File: src/rtl/bit4_divider.sv
// Sequential unsigned restoring divider: one quotient bit per clock, MSB first.
// Valid/ready: start is accepted only on an edge where the FSM is in IDLE; done pulses once when results are valid.
module bit4_divider #(
    parameter int WIDTH = 4
) (
    input  logic             clk,
    input  logic             reset,
    input  logic             start,
    input  logic [WIDTH-1:0] dividend,
    input  logic [WIDTH-1:0] divisor,
    output logic [WIDTH-1:0] quotient,
    output logic [WIDTH-1:0] remainder,
    output logic             busy,
    output logic             done,
    output logic             div_by_zero,
    output logic [1:0]       o_dbg_state
);

    localparam int CW = (WIDTH > 1) ? $clog2(WIDTH) : 1;

    typedef enum logic [1:0] {
        S_IDLE = 2'd0,
        S_CALC = 2'd1,
        S_DONE = 2'd2
    } state_t;

    state_t           r_state;
    logic [WIDTH-1:0] r_divisor;
    logic [WIDTH-1:0] r_work;
    logic [WIDTH:0]   r_prem;
    logic [CW-1:0]    r_count;

    logic [WIDTH:0]   w_shift;
    logic             w_ge;
    logic [WIDTH:0]   w_prem_next;
    logic [WIDTH-1:0] w_work_next;
    logic             w_last;

    // r_work shifts dividend bits out of its MSB while quotient bits enter at its LSB.
    always_comb begin
        w_shift     = (r_prem << 1) | (WIDTH+1)'(r_work[WIDTH-1]);
        w_ge        = (w_shift >= {1'b0, r_divisor});
        w_prem_next = w_ge ? (w_shift - {1'b0, r_divisor}) : w_shift;
        w_work_next = (r_work << 1) | WIDTH'(w_ge);
        w_last      = (r_count == CW'(WIDTH - 1));
    end

    always_ff @(posedge clk) begin
        if (reset) begin
            r_state     <= S_IDLE;
            r_divisor   <= '0;
            r_work      <= '0;
            r_prem      <= '0;
            r_count     <= '0;
            quotient    <= '0;
            remainder   <= '0;
            busy        <= 1'b0;
            done        <= 1'b0;
            div_by_zero <= 1'b0;
        end else begin
            case (r_state)
                S_IDLE: begin
                    done <= 1'b0;
                    if (start) begin
                        r_divisor   <= divisor;
                        r_work      <= dividend;
                        r_prem      <= '0;
                        r_count     <= '0;
                        div_by_zero <= 1'b0;
                        if (divisor == '0) begin
                            quotient    <= '1;
                            remainder   <= dividend;
                            div_by_zero <= 1'b1;
                            done        <= 1'b1;
                            r_state     <= S_DONE;
                        end else begin
                            busy    <= 1'b1;
                            r_state <= S_CALC;
                        end
                    end
                end
                S_CALC: begin
                    r_prem  <= w_prem_next;
                    r_work  <= w_work_next;
                    r_count <= r_count + 1'b1;
                    if (w_last) begin
                        quotient  <= w_work_next;
                        remainder <= w_prem_next[WIDTH-1:0];
                        busy      <= 1'b0;
                        done      <= 1'b1;
                        r_state   <= S_DONE;
                    end
                end
                S_DONE: begin
                    done    <= 1'b0;
                    r_state <= S_IDLE;
                end
                default: begin
                    busy    <= 1'b0;
                    done    <= 1'b0;
                    r_state <= S_IDLE;
                end
            endcase
        end
    end

    assign o_dbg_state = r_state;

endmodule

File: config.mk
export PLATFORM = sky130hd
export DESIGN_NAME = bit4_divider
export DESIGN_NICKNAME = d
export VERILOG_FILES = /design/src/rtl/bit4_divider.sv
export SDC_FILE = /design/constraint.sdc
export NUM_CORES = 1
export LEC_CHECK = 0
export BUFFER_PORTS_ARGS = -buffer_cell sky130_fd_sc_hd__buf_2
export CORE_UTILIZATION = 40
export DETAILED_ROUTE_END_ITERATION = 10
export PLACE_DENSITY_LB_ADDON = 0.3
export SYNTH_ARGS = -nofsm -noshare
export SYNTH_HDL_FRONTEND = slang
export SYNTH_SLANG_ARGS = --single-unit
export TNS_END_PERCENT = 30
File: constraint.sdc
create_clock -name clk -period 2.5 [get_ports clk]
set_input_delay 0.375 -clock clk [delete_from_list [all_inputs] [get_ports clk]]
set_output_delay 0.375 -clock clk [all_outputs]
set_load 0.01 [all_outputs]
## After elaboration in Yosys (flattened, before gate mapping)

Cells that the tools add are included.

| word-level totals | value |
|---|---|
| flip-flop bits (word level) | 27 |
| bits of input ports | 11 |
| word-level logic and storage cells | 58 |
| output and inout bits | 13 |

| operators by class | value |
|---|---|
| eq/ne operators | 7 |
| multiplexer cells | 27 |
| reductions and logical operators | 8 |
| bitwise logic cells | 3 |
| $lt $le $gt $ge | 1 |
| add/sub/neg operators | 2 |

Operators by type and width:

| operator | count |
|---|---|
| 4-bit 2-to-1 mux | 9 |
| 4-bit case mux with 2 select lines | 4 |
| 2-bit 2-to-1 mux | 4 |
| 2-bit inequality test (second input constant) | 4 |
| 2-bit case mux with 2 select lines | 2 |
| 4-bit AND reduction | 2 |
| 1-bit 2-to-1 mux | 6 |
| 2-bit AND reduction | 3 |
| 5-bit by 4-bit >= comparator with 1-bit output | 1 |
| 5-bit by 1-bit OR with 5-bit output | 1 |
| 2-bit equality test (second input constant) | 2 |
| 4-bit logical NOT | 1 |
| 4-bit by 1-bit OR with 4-bit output | 1 |
| 4-bit subtractor | 1 |
| 1-bit case mux with 3 select lines | 1 |
| 2-bit by 1-bit adder with 2-bit output (second input constant) | 1 |
| 2-bit by 1-bit equality test with 1-bit output (second input constant) | 1 |
| 2-bit logical NOT | 1 |
| 1-bit case mux with 2 select lines | 1 |
| 2-bit nonzero test | 1 |
| 1-bit NOT | 1 |

## Logic depth before layout (Yosys ltp)

Gate-level depths: netlist (run 1).

| logic depth | value |
|---|---|
| depth in word-level cells | 5 |
| depth in mapped cells | 7 |
| depth with buffers taken out | 7 |

## Least setup slack after synthesis (run 1)

No wires, ideal clock.

| path | value |
|---|---|
| path kind | register -> register |
| start point | register r_divisor[1] |
| end point | register remainder[0] |
| library setup time | 59 ps |
| data required time | 2441 ps |
| clock period less this slack | 1753 ps |
| path buffers | 0 |
| data arrival time | 1694 ps |
| slack | 747 ps |
| cell stages (with the launch flop) | 8 |
| cells stage by stage | dfxtp_1 -> inv_1 -> ha_1 -> o21ai_0 -> o21bai_1 -> a21boi_2 -> mux2i_1 -> o221a_2 |

| on the way | value |
|---|---|
| cells in the longest elaborated chain, start to end | 4 |

RTL lines:

| item | RTL line | text |
|---|---|---|
| start, declared | 28 | `logic [WIDTH-1:0] r_divisor;` |
| start signal, assigned | 65 | `r_divisor <= divisor;` |
| 5-bit by 4-bit >= comparator with 1-bit output | 42 | `w_ge = (w_shift >= {1'b0, r_divisor});` |
| 4-bit 2-to-1 mux | 43 | `w_prem_next = w_ge ? (w_shift - {1'b0, r_divisor}) : w_shift;` |
| 4-bit 2-to-1 mux | 86 | `if (w_last) begin` |
| 4-bit case mux with 2 select lines | 61 | `case (r_state)` |
| end signal, assigned | 72 | `remainder <= dividend;` |
| end signal, assigned | 88 | `remainder <= w_prem_next[WIDTH-1:0];` |
| end, declared | 12 | `output logic [WIDTH-1:0] remainder,` |

No other way between the ends. The select of a mux whose other input is x is not followed.
A chain may end at the register's enable or synchronous reset.

## Worst setup path in the final report (run 1)

| path | value |
|---|---|
| start point | register r_divisor[1] |
| end point | register remainder[1] |

| on the way | value |
|---|---|
| cells in the longest elaborated chain, start to end | 4 |
| elaborated cells on any way between the ends | 5 |
| those cells by class | 1 x add/sub; 1 x order compare; 3 x mux |

RTL lines:

| item | RTL line |
|---|---|
| 4-bit subtractor or 5-bit by 4-bit >= comparator with 1-bit output (tied branches) | 43, 42 |
| 4-bit 2-to-1 mux (*) | 43 |
| 4-bit 2-to-1 mux (*) | 86 |
| 4-bit case mux with 2 select lines (*) | 61 |

Every way passes the cells marked *; elsewhere a longest branch is shown, timed or not. The select of a mux whose other input is x is not followed.

==> results.tsv, run 1 <==
metric	value	unit
max capacitance violation total	0	
Tcrit/Tclk final	0.832	
core area	3080	sq um
Worst path top cell family by delay	compound AO/OA/AOI/OAI gates	
Worst setup EP type	flop	
initial detailed-routing violation count	41	
Post-Route WL	2890	microns
area grow syn2layout	13.2	%
Fill cells	311	
DR DRC count	0	
CP Data Arrival Time	2.37	ns
Setup Skew	0.00695	ns
Crit Path Max Fanout	8	
number of synthesized flops with an enable pin	0	
Port-buffer cells	23	
largest family of logic cells by synthesized area	simple AND/OR/NAND/NOR gates	
Synth warnings	0	
post-CTS sizing	0	
number of hold buffers added after CTS	0	
Slew HR	0.663	
final-report hold violation count	0	
Post-Syn Area per Cell	8.63	sq um
XOR/XNOR Fraction of Synth Area	0.00667	
Worst Path Buf+Inv	1	
Synth Instances	152	
RSZ-0062 raised after global routing	no	
Die Area	3510	sq um
Main synth FF type	dfxtp_1	
Max VDD drop	0.335	mV
first-pass GRT wire length	4710	microns
Num CTS Buffers	3	
clock root cell	clkbuf_4	
crit path cell chain	inv_1, ha_1, nor3b_1, o21bai_1, a21boi_2, mux2i_1, o221a_2	
Die Ht	59.3	microns
WHS	0.278	ns
post-synthesis cell type count	37	
Max Fclk	481	MHz
kind of critical path	reg2reg	
fin. max-slew vios	0	
largest cells by area after synthesis	dfxtp_1, nor2_1, nand2_1	
syn nets	169	
multi-input combinational cell area	711	sq um
Levels on crit path	7	
status	complete, no violations	
I/O pins	24	
Worst EP required	2.79	ns
NumNets Final	191	
pwr dens	562	nW/um^2
CTS tree	yes	
Placer Congestion	0.988	
grt ovf	0	
Site Rows	20	
Worst Hold Class	in2reg	
CTS H-Tree Depth	1	
Synth Area in Compound Gates	0.203	
worst r2r path cells	7	
Final TNS setup	0	ns
worst-margin pin slew	0.504	ns
initial core utilization	0.426	
largest net degree at the start of global routing	28	
FFs w/ async S/R, synth	0	
Reg clk slew, reported paths	0.16	ns
total track usage	0.176	
most instantiated cells after synthesis	dfxtp_1, nor2_1, nand2_1, a21oi_1, a311oi_1	
Hold Path Depth	3	
Worst-Skew Late Latency	0.33	ns
Synth area leader	dfxtp_1	
clk buf depth	2	
Synth Register Bits	27	
post-synthesis sequential area ratio	0.412	
via count	1150	
endpoints failing setup	0	
crit path time final	2.08	ns
postcts setup bufs	0	
die width	59.3	microns
CP max stage cell	dfxtp_1	
DR WL/cell	13.3	microns
P_leak	0.596	nW
clk sinks	27	
element type at the critical path start	flop	
post-synthesis adder-cell area fraction	0.0629	
vias per inst	5.30	
antenna violations before repair	0	
mapped cell area	1310	sq um
storage element area	541	sq um
Slowest Stage Delay on Critical Path	0.41	ns
vias in the first global route	985	
antenna diode count	0	
share of cells above drive strength 1	0.214	
drt first pass iters	4	
remaining antenna violation count	0	
Synth top area share	0.412	
multiplexer share of the synthesized area	0.0229	
hpwl dp	2140	microns
area share of and/or/nand/nor cells after synthesis	0.246	
[worst paths after layout]
path	from	to	slack (ns)
worst max register to register	r_divisor[1]$_SDFFE_PP0P_	remainder[1]$_SDFFE_PP0P_	0.42
worst min register to register	r_divisor[3]$_SDFFE_PP0P_	r_divisor[3]$_SDFFE_PP0P_	0.47
worst max-delay path	r_divisor[1]$_SDFFE_PP0P_	remainder[1]$_SDFFE_PP0P_	0.42
worst min-delay path	divisor[3]	r_divisor[3]$_SDFFE_PP0P_	0.28
[registers in the layout, summed over array words and instances (netlist names), 2 cells and up]
name and cells:
quotient 4, o_dbg_state 2, r_prem 4, remainder 4, r_divisor 4, r_count 2, r_work 4
[worst min-delay path, stage by stage]
cell,delay [ns]
buf_2,0.10
nand2_1,0.05
a21oi_1,0.05
[metrics by stage]
stage	instance area [sq um]	power [mW]	cells	util	setup slack (ns)
5_1_grt	1490	0.877	217	0.483	0.287
3_5_place_dp	1460	0.646	213	0.473	0.486
2_1_floorplan	1310	0.600	152	-	0.747
4_1_cts	1490	0.839	217	0.483	0.458
3_3_place_gp	1460	0.642	213	0.473	0.580
6_report	1490	0.835	217	0.483	0.421
[layer usage]
metal	wire (microns)	global-route usage	up-vias
met5	0	0	-
met4	34	0.0646	0
met3	127	0.0218	4
met2	1320	0.258	30
met1	1410	0.264	532
li1	-	-	584
[power breakdown]
group | internal [mW] | total (mW) | switching, mW | leakage, nW
combinational | 0.0664 | 0.162 | 0.0954 | 0.362
sequential | 0.455 | 0.476 | 0.0213 | 0.220
clock | 0.0611 | 0.197 | 0.136 | 0.0139
total | 0.582 | 0.835 | 0.252 | 0.596
[placed cells by master, fill, tap and decap left out, drive strengths merged]
cell,synthesis,final
dfxtp,27,27
clkinvlp,0,1
fa,1,1
a31oi,1,1
nor2b,1,1
a21boi,1,1
nand2,18,18
ha,5,5
nor4b,1,1
o21a,1,1
nand3b,2,2
a21oi,13,13
nand3,3,3
nor3,4,4
or4,1,1
o21bai,1,1
xor2,1,1
nand2b,2,2
a211oi,3,3
nor3b,2,2
and3,1,1
and4,1,1
a311oi,7,7
mux2i,3,3
a22o,2,2
a2111oi,1,1
buf,3,25
or3b,1,1
o221a,2,2
clkbuf,5,3
inv,5,5
o21ai,5,5
nor2,27,27
or3,1,1
[logic make-up after synthesis]
group           count (synthesis)
buf+inv                        13
mux                             3
fa+ha+maj                       6
xor+xnor                        1
compound gates                 37
flops                          27
simple gates                   65
[final cells by class]
class | instances | area share
well taps | 44 | 0.0371
flip-flops and latches | 27 | 0.364
clock buffers | 3 | 0.0152
clock inverters | 1 | 0.00505
repair buffers | 25 | 0.0876
multi-input cells | 112 | 0.479
inverters | 5 | 0.0126
Power figures use the tool's default switching activity.
==> run 2, diff against run 1 <==
==> constraint.sdc (replaced) <==
create_clock -name clk -period 2 [get_ports clk]
set_input_delay 0.3 -clock clk [delete_from_list [all_inputs] [get_ports clk]]
set_output_delay 0.3 -clock clk [all_outputs]
set_load 0.01 [all_outputs]
==> results.tsv, run 2 (synthesis results as in run 1) <==
metric	value	unit
status	complete, no violations	
worst-margin pin slew	0.412	ns
pwr dens	684	nW/um^2
drt first pass iters	4	
Slew HR	0.724	
DR DRC count	0	
final-report hold violation count	0	
Slowest Stage Delay on Critical Path	0.35	ns
dpl cell area	1490	sq um
RSZ-0062 raised after global routing	no	
clk buf depth	2	
Site Rows	20	
grt ovf	0	
Crit Path Max Fanout	7	
first-pass GRT wire length	5230	microns
vias per inst	5.30	
hold_sp	divisor[1]	
commonest non-fill, non-tap cell in the layout	nor2_1	
Worst Hold Class	in2reg	
initial core utilization	0.426	
worst reg2reg setup slack	0.13	ns
Worst-Skew Late Latency	0.33	ns
r2r endpoint	remainder[1]$_SDFFE_PP0P_	
NumNets Final	198	
Max Fclk	534	MHz
Die Ht	59.3	microns
max capacitance violation total	0	
hpwl dp	2370	microns
area grow syn2layout	17.9	%
Worst EP required	2.29	ns
CP max stage cell	dfxtp_1	
Core Util, Final	0.503	
CTS H-Tree Depth	1	
Hold EP	r_divisor[1]$_SDFFE_PP0P_	
endpoints failing setup	0	
die width	59.3	microns
worst r2r src	r_work[3]$_SDFFE_PP0P_	
crit path time final	1.87	ns
kind of critical path	reg2reg	
Hold Path Depth	3	
element type at the critical path start	flop	
Setup Skew	0.00501	ns
via count	1188	
Placer Congestion	0.989	
Final Power	1.06	mW
antenna diode count	0	
core area	3080	sq um
Die Area	3510	sq um
Max VDD drop	0.468	mV
clock root cell	clkbuf_4	
I/O pins	24	
Num CTS Buffers	3	
Final TNS setup	0	ns
WHS	0.209	ns
clk sinks	27	
P_leak	0.638	nW
worst r2r path cells	7	
post-route cell area	1550	sq um
antenna violations before repair	0	
Reg clk slew, reported paths	0.14	ns
Tcrit/Tclk final	0.937	
vias in the first global route	1122	
DR WL/cell	13.5	microns
fin. max-slew vios	0	
initial detailed-routing violation count	53	
Post-Route WL	3020	microns
CTS tree	yes	
remaining antenna violation count	0	
total track usage	0.199	
share of cells above drive strength 1	0.261	
most frequent cells in the layout	nor2_1, dfxtp_1, buf_2	
Port-buffer cells	23	
largest net degree at the start of global routing	16	
number of hold buffers added after CTS	0	
CP Data Arrival Time	2.16	ns
Worst setup EP type	flop	
crit path cell chain	inv_1, ha_1, nor3b_2, o21bai_1, a21boi_2, mux2i_1, o221a_2	
## run 2: worst max path at each step
stage,start,to,slack [ns],cells past startpoint
floorplan,r_divisor[1]$_SDFFE_PP0P_,remainder[0]$_SDFFE_PP0P_,0.25,7
global placement,r_divisor[1]$_SDFFE_PP0P_,remainder[0]$_SDFFE_PP0P_,0.12,7
detailed placement,r_divisor[1]$_SDFFE_PP0P_,remainder[1]$_SDFFE_PP0P_,0.008,7
CTS,r_divisor[1]$_SDFFE_PP0P_,remainder[1]$_SDFFE_PP0P_,0.01,7
global route,r_divisor[2]$_SDFFE_PP0P_,remainder[2]$_SDFFE_PP0P_,0.0004,7
finish,r_work[3]$_SDFFE_PP0P_,remainder[1]$_SDFFE_PP0P_,0.13,7
## run 2: layout make-up
cell class / count / area (sq um)
Inverter: 5 / 18.8
Clock inverter: 1 / 5.00
Tap cell: 44 / 55.1
Fill cell: 310 / 1530
Timing Repair Buffer: 32 / 183
Clock buffer: 3 / 22.5
Multi-Input combinational cell: 112 / 722
Sequential cell: 27 / 542
## run 2: critical path: cells and delay by family (launching register included)
kind	cells	cell delay [ns]
compound gates	3	0.65
fa+ha+maj	1	0.30
buf+inv	1	0.05
flops	1	0.35
mux	1	0.29
simple gates	1	0.20
## run 2: power by group
| part | switching [mW] | internal, mW | total [mW] |
|---|---|---|---|
| Combinational | 0.132 | 0.105 | 0.237 |
| Sequential | 0.0217 | 0.568 | 0.590 |
| Clock | 0.157 | 0.0751 | 0.232 |
## run 2: layer usage
| layer | global-route usage | up-vias | part of all wire |
|---|---|---|---|
| met3 | 0.0393 | 6 | 0.047 |
| met5 | 0 | - | 0 |
| li1 | - | 602 | - |
| met2 | 0.311 | 28 | 0.46 |
| met1 | 0.276 | 552 | 0.48 |
| met4 | 0.0612 | 0 | 0.013 |
## run 2: repair_timing
| item | CTS | global route |
|---|---|---|
| pin swaps | 1 | 1 |
| setup buffers | 2 | 0 |
| gates resized for setup | 0 | 4 |
| setup endpoints to repair | 2 | 7 |
## run 2: through the flow
stage               std cells  setup WS [ns]
floorplan                 152          0.247
global placement          218          0.115
detailed placement        218        0.00777
CTS                       224         0.0138
global route              224       0.000353
finish                    224          0.126
==> run 3, diff against run 2 <==
==> constraint.sdc (replaced) <==
create_clock -name clk -period 1.9 [get_ports clk]
set_input_delay 0.285 -clock clk [delete_from_list [all_inputs] [get_ports clk]]
set_output_delay 0.285 -clock clk [all_outputs]
set_load 0.01 [all_outputs]
==> results.tsv, run 3 (synthesis results as in run 1) <==
metric	value	unit
status	complete, no violations	
antenna violations before repair	0	
met3 usage	0.0262	
clk buf depth	2	
die width	59.3	microns
CP Data Arrival Time	2.08	ns
total track usage	0.212	
Slew HR	0.754	
initial core utilization	0.426	
Fill cells	315	
post-route cell area	1630	sq um
initial detailed-routing violation count	46	
commonest non-fill, non-tap cell in the layout	nor2_1	
Tcrit/Tclk final	0.953	
P_leak	0.658	nW
Post-Route WL	3340	microns
max capacitance violation total	0	
Worst-Skew Late Latency	0.34	ns
Num CTS Buffers	3	
Final Power	1.17	mW
number of hold buffers added after CTS	0	
NumNets Final	201	
share of cells above drive strength 1	0.333	
placed insts	220	
Die Area	3510	sq um
endpoints failing setup	0	
Setup Skew	0.00681	ns
remaining antenna violation count	0	
GRT busiest layer	met2	
element type at the critical path start	flop	
I/O pins	24	
Port-buffer cells	23	
CTS tree	yes	
pwr dens	721	nW/um^2
Crit Path Max Fanout	6	
crit path time final	1.81	ns
via count	1229	
grt ovf	0	
hpwl dp	2420	microns
DR DRC count	0	
met1 Use GR	0.279	
vias per inst	5.41	
Max Fclk	552	MHz
Worst Hold Class	in2reg	
Worst EP required	2.17	ns
worst-margin pin slew	0.360	ns
fin cells	227	
Max VDD drop	0.285	mV
final-report hold violation count	0	
fin. max-slew vios	0	
Core Util, Final	0.529	
drt first pass iters	4	
clock root cell	clkbuf_4	
CTS H-Tree Depth	1	
kind of critical path	reg2reg	
clk sinks	27	
core area	3080	sq um
dpl cell area	1510	sq um
first-pass GRT wire length	5490	microns
met2 Resource Use GR	0.352	
vias in the first global route	1148	
Reg clk slew, reported paths	0.16	ns
Worst setup EP type	flop	
most frequent cells in the layout	nor2_1, buf_2, dfxtp_1	
Placer Congestion	0.952	
Die Ht	59.3	microns
antenna diode count	0	
largest net degree at the start of global routing	16	
area grow syn2layout	24.0	%
RSZ-0062 raised after global routing	no	
Site Rows	20	
DR WL/cell	14.7	microns
[run 3: changes by cell type in the layout (fill, tap and decap cells not counted), sizes merged]
cell  change
buf       +3
[run 3: worst paths after layout]
kind	cells past startpoint	end	slack [ns]	from
min	3	r_divisor[1]$_SDFFE_PP0P_	0.18	divisor[1]
max	8	remainder[2]$_SDFFE_PP0P_	0.09	r_divisor[2]$_SDFFE_PP0P_
min reg2reg	2	r_divisor[3]$_SDFFE_PP0P_	0.47	r_divisor[3]$_SDFFE_PP0P_
max reg2reg	8	remainder[2]$_SDFFE_PP0P_	0.09	r_divisor[2]$_SDFFE_PP0P_
[run 3: stage by stage]
stage	hold WS, ns	setup TNS [ns]	setup WS [ns]
after floorplan	0.421	0	0.147
after detailed placement	0.452	-0.0243	-0.0243
after global routing	0.164	0	0.00102
after CTS	0.180	0	0.0185
after global placement	0.445	-0.00110	-0.00110
final	0.181	0	0.0887
[run 3: what timing repair did]
| action | 4_1_cts | 5_1_grt |
|---|---|---|
| endpoints found under the setup margin | 5 | 8 |
| setup buffers | 2 | 1 |
| pin swaps | 4 | 3 |
| resized for setup | 9 | 7 |
[run 3: critical path: stages (launching register included)]
cell	delay (ns)
dfxtp_2	0.36
inv_1	0.06
ha_4	0.27
o21ai_2	0.05
o21bai_1	0.17
a21boi_2	0.13
buf_4	0.15
or3_4	0.36
a311oi_2	0.19
[run 3: per-layer routing]
layer / routed length, microns / vias to the layer above
met3: 95 / 5
met5: 0 / -
met4: 46 / 0
met1: 1560 / 590
li1: - / 606
met2: 1630 / 28
[run 3: power by group]
group	internal [mW]	total, mW	switching (mW)
Sequential	0.600	0.625	0.0250
Combinational	0.133	0.285	0.152
Clock	0.0794	0.265	0.185
Total	0.812	1.17	0.362
[run 3: final cells by class]
type	instances	area, sq um	share of cell area
multi-input cells	112	774	0.476
flip-flops and latches	27	547	0.336
repair buffers	35	205	0.126
well taps	44	55.1	0.0338
clock buffers	3	22.5	0.0138
inverters	5	18.8	0.0115
clock inverters	1	5.00	0.00307
